--- src/rtl/of_block_accumulator.sv ---
// rtl/of_block_accumulator.sv - saturating block accumulator for overflow-tagged 5-bit adder sums
module of_block_accumulator #(
  parameter int ACC_W     = 6,
  parameter int BLOCK_LEN = 4,
  parameter int CNT_W     = 3
) (
  input  logic             i_clk,
  input  logic             i_rst_n,
  input  logic             i_clear,
  input  logic             i_in_valid,
  output logic             o_in_ready,
  input  logic [4:0]       i_in_sum,
  input  logic             i_in_of,
  output logic             o_out_valid,
  input  logic             i_out_ready,
  output logic [ACC_W-1:0] o_out_acc,
  output logic             o_out_sat,
  output logic [CNT_W-1:0] o_out_of_cnt
);

  localparam int SC_W = $clog2(BLOCK_LEN + 1);

  typedef enum logic [1:0] {S_IDLE, S_ACCUM, S_HOLD} state_t;

  state_t           r_state, w_state_nxt;
  logic             r_alive;
  logic [ACC_W-1:0] r_acc, w_acc_nxt;
  logic             r_sat, w_sat_nxt;
  logic [CNT_W-1:0] r_of_cnt, w_of_cnt_nxt;
  logic [SC_W-1:0]  r_cnt, w_cnt_nxt;
  logic             w_in_xfer, w_out_xfer;
  logic [ACC_W:0]   w_sum;
  logic             w_ovf;
  logic [ACC_W-1:0] w_clamp;

  assign o_in_ready   = r_alive && (r_state != S_HOLD);
  assign o_out_valid  = (r_state == S_HOLD);
  assign o_out_acc    = r_acc;
  assign o_out_sat    = r_sat;
  assign o_out_of_cnt = r_of_cnt;

  assign w_in_xfer  = i_in_valid && o_in_ready;
  assign w_out_xfer = o_out_valid && i_out_ready;

  // One guard bit: the sum leaves the ACC_W range exactly when the top two bits differ.
  assign w_sum   = {r_acc[ACC_W-1], r_acc} + {{(ACC_W-4){i_in_sum[4]}}, i_in_sum};
  assign w_ovf   = w_sum[ACC_W] ^ w_sum[ACC_W-1];
  assign w_clamp = w_sum[ACC_W] ? {1'b1, {(ACC_W-1){1'b0}}} : {1'b0, {(ACC_W-1){1'b1}}};

  always_comb begin
    w_state_nxt  = r_state;
    w_acc_nxt    = r_acc;
    w_sat_nxt    = r_sat;
    w_of_cnt_nxt = r_of_cnt;
    w_cnt_nxt    = r_cnt;
    if (i_clear) begin
      w_state_nxt  = S_IDLE;
      w_acc_nxt    = '0;
      w_sat_nxt    = 1'b0;
      w_of_cnt_nxt = '0;
      w_cnt_nxt    = '0;
    end else begin
      case (r_state)
        S_IDLE, S_ACCUM: begin
          if (w_in_xfer) begin
            w_cnt_nxt = r_cnt + SC_W'(1);
            if (i_in_of) begin
              if (r_of_cnt != {CNT_W{1'b1}}) w_of_cnt_nxt = r_of_cnt + CNT_W'(1);
            end else if (w_ovf) begin
              w_acc_nxt = w_clamp;
              w_sat_nxt = 1'b1;
            end else begin
              w_acc_nxt = w_sum[ACC_W-1:0];
            end
            w_state_nxt = (r_cnt == SC_W'(BLOCK_LEN - 1)) ? S_HOLD : S_ACCUM;
          end
        end
        S_HOLD: begin
          if (w_out_xfer) begin
            w_state_nxt  = S_IDLE;
            w_acc_nxt    = '0;
            w_sat_nxt    = 1'b0;
            w_of_cnt_nxt = '0;
            w_cnt_nxt    = '0;
          end
        end
        default: w_state_nxt = S_IDLE;
      endcase
    end
  end

  // r_alive holds in_ready low during reset and for the edge that releases it.
  always_ff @(posedge i_clk or negedge i_rst_n) begin
    if (!i_rst_n) begin
      r_state  <= S_IDLE;
      r_alive  <= 1'b0;
      r_acc    <= '0;
      r_sat    <= 1'b0;
      r_of_cnt <= '0;
      r_cnt    <= '0;
    end else begin
      r_state  <= w_state_nxt;
      r_alive  <= 1'b1;
      r_acc    <= w_acc_nxt;
      r_sat    <= w_sat_nxt;
      r_of_cnt <= w_of_cnt_nxt;
      r_cnt    <= w_cnt_nxt;
    end
  end

endmodule

--- config.mk ---
export PLATFORM = sky130hd
export DESIGN_NAME = of_block_accumulator
export DESIGN_NICKNAME = d
export VERILOG_FILES = /design/src/rtl/of_block_accumulator.sv
export SDC_FILE = /design/constraint.sdc
export NUM_CORES = 1
export LEC_CHECK = 0
export ABC_AREA = 1
export BUFFER_PORTS_ARGS = -buffer_cell sky130_fd_sc_hd__buf_2
export CORE_ASPECT_RATIO = 0.5
export CORE_MARGIN = 2
export CORE_UTILIZATION = 35
export CTS_CLUSTER_DIAMETER = 120
export CTS_CLUSTER_SIZE = 28
export DETAILED_ROUTE_END_ITERATION = 8
export GPL_TIMING_DRIVEN = 1
export PLACE_DENSITY = 0.65
export SYNTH_ARGS = -nofsm -noshare
export SYNTH_HDL_FRONTEND = slang
export SYNTH_SLANG_ARGS = --single-unit
--- constraint.sdc ---
create_clock -name i_clk -period 5.1 [get_ports i_clk]
set_input_delay 0.255 -clock i_clk [delete_from_list [all_inputs] [get_ports i_clk]]
set_output_delay 0.255 -clock i_clk [all_outputs]
set_load 0.05 [all_outputs]
==> out/qor.yml, run 1 <==
synthesis:
  synth_edf_count: 0
  synthArstFlopShare_pct: 100.0
  syn_area_sq_um: 1115
  yosysTopAreaCell: "dfrtp_1"
  yosys_warnings: 0
  synth_cells: 153
  ys_seq_area_share_pct: 35.91
  synthTopCellsByCount: "59 x nand2_1, 18 x inv_1, 17 x nand3_1"
  synth.area.top_cells: "dfrtp_1 36%, nand2_1 20%, ha_1 11%"
  ys_seq_elements: 16
  synth_top_area_share_pct: 35.91
  synth_area_per_cell_sq_um: 7.286
  syn_nets: 175
  yosysUniqueCellTypes: 19
  synth_ff_type: "dfrtp_1"
  post-synth-top-count-cell: "nand2_1"
layout:
  instances_no_fill: 219
  area_delta_synth_final_pct: 18.97
  antenna_cells: 0
  drive_gt1_share_pct: 20.11
  final_nets: 203
power:
  p_leak_nw: 0.7840
  vdd_drop_max_uv: 136.5
  powerDensity_nw_per_um2: 513.7
die:
  pin_count: 23
  core_sq_um: 3013
  die-width_microns: 83.82
  start_util_pct: 37.00
  num_rows: 14
  die_y_microns: 43.91
  die_area_sq_um: 3680
routing:
  drtAntennaViolNets: 0
  drcViolationCount: 0
  wire_per_inst_microns: 9.817
  first_pass_iters: 5
  post_drt_via_cell_ratio: 4.498
  wl_microns: 2150
  vias: 985
  first_iter_violations: 68
global_routing:
  grt_max_degree: 17
  grt_util_all_layers_pct: 13.41
  grt_pass1_wl_microns: 3953
  antenna_found_initial: 0
  gr-total-overflow: 0
  grt_pass1_vias: 950
clocking:
  cts_hold_buffers: 1
  htree_levels: 1
  cts.clk_slew.worst_paths_ns: 0.06
  root_buffer: "clkbuf_8"
  clock_sinks: 16
  cts_setup_buffers: 0
  clock_latency_ns: 0.25
  cts_made_buffers: 3
  cts_tree: "done"
  post_cts_resized: 0
  cts_buffer_depth: 2
setup_path:
  cp_max_fo: 5
  path_common_cell: "nand2_1"
  r2r_cells: 10
  crit_path_end_kind: "register"
  timing.rr.start: "o_out_acc[0]"
  crit_chain: "ha_1 -> fa_1 -> inv_1 -> nor3_1 -> nor2_1 -> nand2_1 -> nand2_1 -> nand2_1 -> nand3_1 -> nand2_1"
  crit_type: "reg2reg"
  r2r_slack_ns: 3.27
  start_kind: "register"
  critical-path-top-delay-family: "adder cells"
  crit_buf_inv: 1
  arrival_ns: 1.97
  worst_r2r_endpoint: "o_out_acc[1]"
  worstPathRequired_ns: 5.24
  critPathMaxStageDelay_ns: 0.44
  cp_slowest_cell: "fa_1"
timing:
  tns_ns: 0
  report.final.hold_viol_count: 0
  finalCritPeriodShare_pct: 35.94
  skew_ns: 0.005882
  rsz0062_at_grt: "false"
  setup_viol: 0
  period_needed_ns: 1.833
  max_freq_mhz: 545.6
  maxSlewViolCount: 0
min_path:
  hp-class: "in2reg"
  min_to: "r_state[1]"
  hold_path_depth: 3
  min_from: "i_in_valid"
place:
  gp_congestion: 0.8508
  io_buffers: 22
  dp_hpwl_microns: 1769
  dp_cells: 215
run:
  cap_violations: 0
run_status:
  status: "finished clean"
## metrics by stage
step / utilization (%) / total power, mW / cell area, sq um / setup WS [ns] / hold slack [ns]
after floorplan: - / 0.5030 / 1115 / 3.088 / -0.04059
after global placement: 42.32 / 0.5881 / 1275 / 3.308 / 0.1874
after detailed placement: 42.32 / 0.5916 / 1275 / 3.253 / 0.1919
after CTS: 44.02 / 0.6888 / 1326 / 3.253 / 0.3176
after global routing: 44.02 / 0.7441 / 1326 / 3.032 / 0.3741
final: 44.02 / 0.6813 / 1326 / 3.267 / 0.3167
## power breakdown
group | internal, mW | switching, mW
combinational | 0.125 | 0.278
sequential | 0.161 | 0.0267
clock | 0.0522 | 0.0384
total | 0.338 | 0.343
## cells in the final DEF (no fill, tap or decap), types with 3 or more instances in the layout
cell	n
nand2_1	59
nand3_1	17
o21ai_0	4
buf_2	22
nor2_2	4
inv_1	18
clkbuf_8	3
nor2_1	5
ha_1	10
dfrtp_1	16
nor2_4	3
nand3b_1	3
## kinds of logic (layout without fill, tap and decap cells)
kind of cell	Yosys count	count (layout)	synth area share (%)
simple gates	95	95	38.61
buf+inv	20	46	6.734
flops	16	16	35.91
fa+ha+maj	11	11	13.02
compound gates	8	8	3.816
xor+xnor	2	2	1.572
other cells	1	1	0.3364
## how the worst max path moves through the flow
| stage | start | depth (start not counted) | endpoint | slack [ns] |
|---|---|---|---|---|
| finish | o_out_acc[0] | 10 | o_out_acc[1] | 3.27 |
| global route | o_out_acc[0] | 10 | o_out_sat | 3.03 |
| CTS | o_out_acc[0] | 10 | o_out_sat | 3.25 |
| detailed placement | o_out_acc[0] | 10 | o_out_sat | 3.25 |
| global placement | o_out_acc[0] | 10 | o_out_sat | 3.31 |
| floorplan | o_out_acc[0] | 10 | o_out_sat | 3.09 |
## cell type report
| type | count | area [sq um] |
|---|---|---|
| Clock buffer | 3 | 41.29 |
| Fill cell | 313 | 1687 |
| Inverter | 20 | 75.07 |
| Multi-Input combinational cell | 117 | 639.4 |
| Sequential cell | 16 | 400.4 |
| Tap cell | 40 | 50.05 |
| Timing Repair Buffer | 23 | 120.1 |
## state kept, by name, summed over array words and instances (netlist names)
name / cells
r_alive: 1
o_out_acc: 6
r_cnt: 3
r_state: 2
o_out_sat: 1
o_out_of_cnt: 3
## layer usage
layer	track usage, %	part of all wire [%]	vias to the layer above	routed length (microns)
li1	-	-	537	-
met1	17.31	48	432	1042
met2	22.88	47	12	1021
met3	3.429	2.7	4	59
met4	3.871	1.3	0	27
met5	0	0	-	0
## worst min-delay path, stage by stage
cell and delay, ns:
buf_2 0.09, nand3_1 0.08, o21ai_0 0.08
Note: power is estimated with default switching activity, not from simulation.
==> inputs of run 2 (changes only) <==
==> constraint.sdc (replaced) <==
create_clock -name i_clk -period 1.7 [get_ports i_clk]
set_input_delay 0.085 -clock i_clk [delete_from_list [all_inputs] [get_ports i_clk]]
set_output_delay 0.085 -clock i_clk [all_outputs]
set_load 0.05 [all_outputs]
==> run 2 against run 1 <==
  * Combinational power rose to 3.7 times the previous value
  * Register-to-register slack got worse by 3.2 ns
  * Global-route usage rose by 0.83 points
  * Design area rose by 14%
  * Count of clock-buffer cells in the layout rose by 1
  * Critical endpoint is now o_out_acc[0]
  * Utilization rose by 6.1 points
  * Setup slack got worse by 3.2 ns
  * Die area did not move
  * Sequential cell count did not move
  * Sequential share of layout area fell by 3.2 points
  * First-iteration DRC count fell by 43%
  * Via count rose by 8.2%
==> out/qor.yml, run 2 (same netlist as run 1, synthesis figures left out) <==
timing:
  max_freq_mhz: 598.0  # +9.6%
  report.final.hold_viol_count: 0  # unchanged
  maxSlewViolCount: 0  # unchanged
  period_needed_ns: 1.672  # -0.1606 ns
  skew_ns: 0.007076  # +0.001195 ns
  rsz0062_at_grt: "true"
  setup_viol: 0  # unchanged
  finalCritPeriodShare_pct: 98.36  # +62 points
  setup_ws_ns: 0.02787  # -3.239 ns
setup_path:
  timing.rr.start: "o_out_acc[0]"
  crit_type: "reg2reg"
  cp_slowest_cell: "dfrtp_2"
  worst_r2r_endpoint: "o_out_acc[0]"
  cp_max_fo: 5  # unchanged
  worstPathRequired_ns: 1.85  # -3.39 ns
  path_common_cell: "nand2_1"
  crit_chain: "ha_4 -> fa_2 -> inv_2 -> nor3_2 -> nor2_2 -> nand2_1 -> nand2_2 -> nand2_4 -> nand3_2 -> nand2_1"
  r2r_slack_ns: 0.03  # -3.24 ns
  r2r_cells: 10  # unchanged
  arrival_ns: 1.82  # -0.15 ns
  start_kind: "register"
  crit_path_end_kind: "register"
  critPathMaxStageDelay_ns: 0.43  # about the same
layout:
  drive_gt1_share_pct: 37.30  # +17 points
  largest_reg_flops: 6  # unchanged
  post-route-util_pct: 50.08  # +6.1 points
  layout_commonest_cell: "nand2_1"
  final_nets: 208  # +2.5%
  antenna_cells: 0  # unchanged
  instances_no_fill: 225  # +2.7%
  area_delta_synth_final_pct: 35.35
  layout_common_cells: "54 x nand2_1, 22 x buf_2, 17 x inv_1, 10 x nand3_1, 10 x dfrtp_1"
min_path:
  min_from: "i_in_valid"
  min_to: "r_state[1]"
  hp-class: "in2reg"
  hold_path_depth: 3  # unchanged
power:
  p_leak_nw: 0.8228  # +4.9%
  intPower_mw: 1.202  # +260%
  power_mw: 2.397  # +250%
  power.share.clock_pct: 12.2  # -1.1 points
  power.switching_mw: 1.195  # +250%
  powerDensity_nw_per_um2: 1589  # +210%
  switching_share_pct: 49.86  # -0.47 points
  pwr-share-seq_pct: 25.1  # -2.5 points
  p_comb_share_pct: 62.6  # +3.5 points
  vdd_drop_max_uv: 558.7  # +310%
die:
  start_util_pct: 37.00  # unchanged
  num_rows: 14  # unchanged
  die_area_sq_um: 3680  # unchanged
  pin_count: 23  # unchanged
  die-width_microns: 83.82  # unchanged
  core_sq_um: 3013  # unchanged
  die_y_microns: 43.91  # unchanged
clocking:
  cts_made_buffers: 3  # unchanged
  cts_tree: "done"
  clock_sinks: 16  # unchanged
  cts_buffer_depth: 2  # unchanged
  root_buffer: "clkbuf_8"
  htree_levels: 1  # unchanged
  clock_latency_ns: 0.25  # about the same
  cts.clk_slew.worst_paths_ns: 0.07  # about the same
place:
  dp_cells: 220  # +2.3%
  io_buffers: 22  # unchanged
  dp_hpwl_microns: 1839  # +3.9%
  gp_congestion: 0.7821  # -8.1%
  dp_worst_setup_slack_ns: -0.02910  # -3.282 ns
global_routing:
  grt_max_degree: 17  # unchanged
  grt_util_met2_pct: 24.00  # +1.1 points
  met3_usage_pct: 3.810  # +0.38 points
  grt_util_all_layers_pct: 14.24  # +0.83 points
  antenna_found_initial: 0  # unchanged
  grtUsageMet1_pct: 18.92  # +1.6 points
  grt_pass1_vias: 977  # +2.8%
  grt_busiest_layer: "met2"
  gr-total-overflow: 0  # unchanged
  grt_pass1_wl_microns: 4209  # +6.5%
run:
  cap_violations: 0  # unchanged
routing:
  drtAntennaViolNets: 0  # unchanged
  drcViolationCount: 0  # unchanged
  vias: 1066  # +8.2%
  wire_per_inst_microns: 10.79  # +9.9%
  post_drt_via_cell_ratio: 4.738  # +5.3%
  first_pass_iters: 4  # -1
  wl_microns: 2427  # +13%
  first_iter_violations: 39  # -43%
run_status:
  status: "finished clean"
run 2: power by group through the flow:
stage | logic, mW | registers, mW | clock network, mW
4_1_cts | 1.38 | 0.588 | 0.303
6_report | 1.50 | 0.602 | 0.293
3_5_place_dp | 1.33 | 0.590 | 0
2_1_floorplan | 0.701 | 0.893 | 0
5_1_grt | 1.66 | 0.621 | 0.324
3_3_place_gp | 1.33 | 0.590 | 0
run 2: metal layers:
metal / wire (microns) / up-vias
met3: 85 / 2
met4: 21 / 0
met5: 0 / -
met2: 1121 / 15
met1: 1197 / 501
li1: - / 548
run 2: layout make-up:
class,instances,area (sq um)
well taps,40,50.05
clock buffers,4,45.04
multi-input cells,117,773.2
fillers,296,1504
repair buffers,28,157.7
flip-flops and latches,16,407.9
inverters,20,75.07
run 2: worst max-delay path, delay by kind of cell, from the launching register on:
| kind | cells | cell delay, ns |
|---|---|---|
| buffers and inverters | 1 | 0.07 |
| adder cells (fa/ha/maj) | 2 | 0.54 |
| flip-flops | 1 | 0.43 |
| AND/OR/NAND/NOR | 7 | 0.53 |
run 2: how the worst max path moves through the flow:
stage,from,endpoint,cells after the start,slack [ns]
detailed placement,o_out_acc[0],o_out_sat,10,-0.03
finish,o_out_acc[0],o_out_acc[0],10,0.03
CTS,o_out_acc[0],o_out_acc[1],10,0.02
floorplan,o_out_acc[0],o_out_sat,10,-0.09
global route,o_out_acc[0],o_out_sat,10,-0.08
global placement,o_out_acc[0],o_out_sat,10,0.01
run 2: timing repair:
action | CTS | global route
buffers inserted | 0 | 0
resized for setup | 6 | 10
pin swaps | 2 | 3
hold endpoints to repair | 16 | 0
cloned | 0 | 0
hold buffers | 1 | 0
endpoints found under the setup margin | 6 | 6
run 2: stage by stage:
step	instance area, sq um	hold slack [ns]	setup TNS [ns]
global placement	1363	0.01700	0
floorplan	1165	-0.2106	-0.4391
finish	1509	0.1244	0
global route	1509	0.1511	-0.4637
detailed placement	1363	0.02541	-0.02910
CTS	1443	0.1289	0
==> inputs of run 3 (changes only) <==
--- a/config.mk
+++ b/config.mk
@@ -14,7 +14,7 @@
 export CTS_CLUSTER_SIZE = 28
 export DETAILED_ROUTE_END_ITERATION = 8
 export GPL_TIMING_DRIVEN = 1
-export PLACE_DENSITY = 0.65
+export PLACE_DENSITY = 0.67
 export SYNTH_ARGS = -nofsm -noshare
 export SYNTH_HDL_FRONTEND = slang
 export SYNTH_SLANG_ARGS = --single-unit
==> constraint.sdc (replaced) <==
create_clock -name i_clk -period 1.4 [get_ports i_clk]
set_input_delay 0.07 -clock i_clk [delete_from_list [all_inputs] [get_ports i_clk]]
set_output_delay 0.07 -clock i_clk [all_outputs]
set_load 0.05 [all_outputs]
==> run 3 against run 2 <==
  * The run now ends with negative setup slack left
  * Register-to-register slack worse by 0.29 ns
  * First-iteration DRC count rose by 18%
  * Hold slack got worse by 0.0065 ns
  * Die area unchanged
  * Sequential share of layout area down 2.1 points
  * Clock skew down 0.0016 ns
  * Critical path type unchanged
==> out/qor.yml, run 3 (same netlist as run 1, synthesis figures left out) <==
die:
  start_util_pct: 37.00  # unchanged
  num_rows: 14  # unchanged
  die-width_microns: 83.82  # unchanged
  die_y_microns: 43.91  # unchanged
  core_sq_um: 3013  # unchanged
  die_area_sq_um: 3680  # unchanged
  pin_count: 23  # unchanged
run_status:
  violations: "negative setup slack"
  status: "finished, violations left"
power:
  power.share.clock_pct: 12.4  # +0.2 points
  p_leak_nw: 0.8847  # +7.5%
  p_comb_share_pct: 65.4  # +2.8 points
  power_mw: 3.262  # +36%
  vdd_drop_max_uv: 820.1  # +47%
  powerDensity_nw_per_um2: 1984  # +25%
  power.switching_mw: 1.576  # +32%
  intPower_mw: 1.686  # +40%
  pwr-share-seq_pct: 22.2  # -2.9 points
  switching_share_pct: 48.31  # -1.5 points
place:
  io_buffers: 22  # unchanged
  dpl-instance-area_sq_um: 1444  # +6.0%
  gp_congestion: 0.8421  # +7.7%
  dp_cells: 229  # +4.1%
  dp_worst_setup_slack_ns: -0.2973  # -0.2682 ns
  dp_hpwl_microns: 1994  # +8.4%
setup_path:
  arrival_ns: 1.81  # about the same
  worstPathRequired_ns: 1.54  # -0.31 ns
  crit_type: "reg2reg"
  crit_path_end_kind: "register"
  cp_max_fo: 3  # -2
  start_kind: "register"
layout:
  final_nets: 217  # +4.3%
  instances_no_fill: 234  # +4.0%
  drive_gt1_share_pct: 47.42  # +10 points
  stdcell_area_sq_um: 1644  # +9.0%
  area_delta_synth_final_pct: 47.48
  post-route-util_pct: 54.57  # +4.5 points
  layout_commonest_cell: "nand2_1"
  layout_common_cells: "51 x nand2_1, 22 x buf_2, 15 x inv_1, 14 x buf_4, 9 x nand3_2"
  antenna_cells: 0  # unchanged
  largest_reg_flops: 6  # unchanged
clocking:
  cts_buffer_depth: 2  # unchanged
  cts_setup_buffers: 0  # unchanged
  cts_made_buffers: 3  # unchanged
  clock_sinks: 16  # unchanged
  cts_tree: "done"
  cts.clk_slew.worst_paths_ns: 0.06  # about the same
  clock_latency_ns: 0.25  # about the same
  root_buffer: "clkbuf_8"
  htree_levels: 1  # unchanged
routing:
  first_pass_iters: 4  # unchanged
  drcViolationCount: 0  # unchanged
  vias: 1108  # +3.9%
  post_drt_via_cell_ratio: 4.735  # about the same
  drtAntennaViolNets: 0  # unchanged
  first_iter_violations: 46  # +18%
  wire_per_inst_microns: 11.71  # +8.6%
  wl_microns: 2741  # +13%
timing:
  max_freq_mhz: 600.6  # +0.43%
  setup_viol: 7  # +7
  whs_ns: 0.1179  # -0.006501 ns
  skew_ns: 0.005516  # -0.001560 ns
  maxSlewViolCount: 0  # unchanged
  rsz0062_at_grt: "true"
  tns_ns: -1.623  # -1.623 ns
  setup_ws_ns: -0.2650  # -0.2928 ns
  report.final.hold_viol_count: 0  # unchanged
  finalCritPeriodShare_pct: 118.9  # +21 points
  period_needed_ns: 1.665  # -0.007151 ns
global_routing:
  grt_pass1_wl_microns: 4471  # +6.2%
  grt_pass1_vias: 1025  # +4.9%
  grt_max_degree: 17  # unchanged
  antenna_found_initial: 0  # unchanged
  grt_util_all_layers_pct: 15.39  # +1.2 points
  gr-total-overflow: 0  # unchanged
min_path:
  hp-class: "in2reg"
run:
  cap_violations: 0  # unchanged
==> run 3: cell types whose count changed in the layout (fill, tap and decap cells not counted), moves of 2 or more <==
cell,before,now
buf_4,5,14
nand3_2,7,9
nor2_2,5,3
inv_2,3,5
dfrtp_1,10,8
inv_1,17,15
nand2_1,54,51
dfrtp_2,6,8
nor2_4,3,5
nand2_2,5,7
nand3_1,10,7
==> run 3: worst paths after layout <==
kind	from	to	slack [ns]	cells past startpoint
worst max-delay path	o_out_acc[0]	o_out_acc[4]	-0.26	9
worst min-delay path	i_in_valid	r_state[1]	0.12	3
min in group asynchronous	i_rst_n	o_out_acc[5]	0.27	2
worst max register to register	o_out_acc[0]	o_out_acc[4]	-0.26	9
worst min register to register	o_out_sat	o_out_sat	0.46	2
max in group asynchronous	i_rst_n	o_out_of_cnt[1]	0.83	2
==> run 3: per-layer routing <==
layer | up-vias | track usage, % | share of wire, % | routed length, microns
li1 | 564 | - | - | -
met1 | 522 | 20.14 | 48 | 1324
met2 | 16 | 25.60 | 47 | 1299
met3 | 6 | 3.619 | 2.5 | 69
met4 | 0 | 5.484 | 1.8 | 48
met5 | - | 0 | 0 | 0
==> run 3: power by group through the flow <==
| stage | Sequential (mW) | Clock (mW) | Combinational (mW) |
|---|---|---|---|
| 2_1_floorplan | 1.09 | 0 | 0.854 |
| 3_3_place_gp | 0.706 | 0 | 1.80 |
| 3_5_place_dp | 0.711 | 0 | 1.81 |
| 4_1_cts | 0.726 | 0.417 | 2.00 |
| 5_1_grt | 0.742 | 0.438 | 2.33 |
| 6_report | 0.725 | 0.403 | 2.13 |
==> run 3: critical path, cell delays in order (launching register included) <==
cell      delay, ns
dfrtp_2        0.42
ha_4           0.17
fa_2           0.36
buf_4          0.16
nand2_2        0.07
nand3b_1       0.07
nand2_1        0.10
nand3_2        0.09
nand3_2        0.08
nand2_1        0.04
==> run 3: layout make-up <==
cell class	count	area (sq um)
flip-flops and latches	16	410.4
fillers	277	1369
well taps	40	50.05
inverters	20	75.07
clock buffers	4	55.05
repair buffers	37	225.2
multi-input cells	117	828.3
==> run 3: what timing repair did <==
action	CTS	global route
resized for setup	14	13
setup endpoints to repair	7	10
cloned	0	0
hold buffers	1	0
pin swaps	2	7
endpoints found under the hold margin	16	0
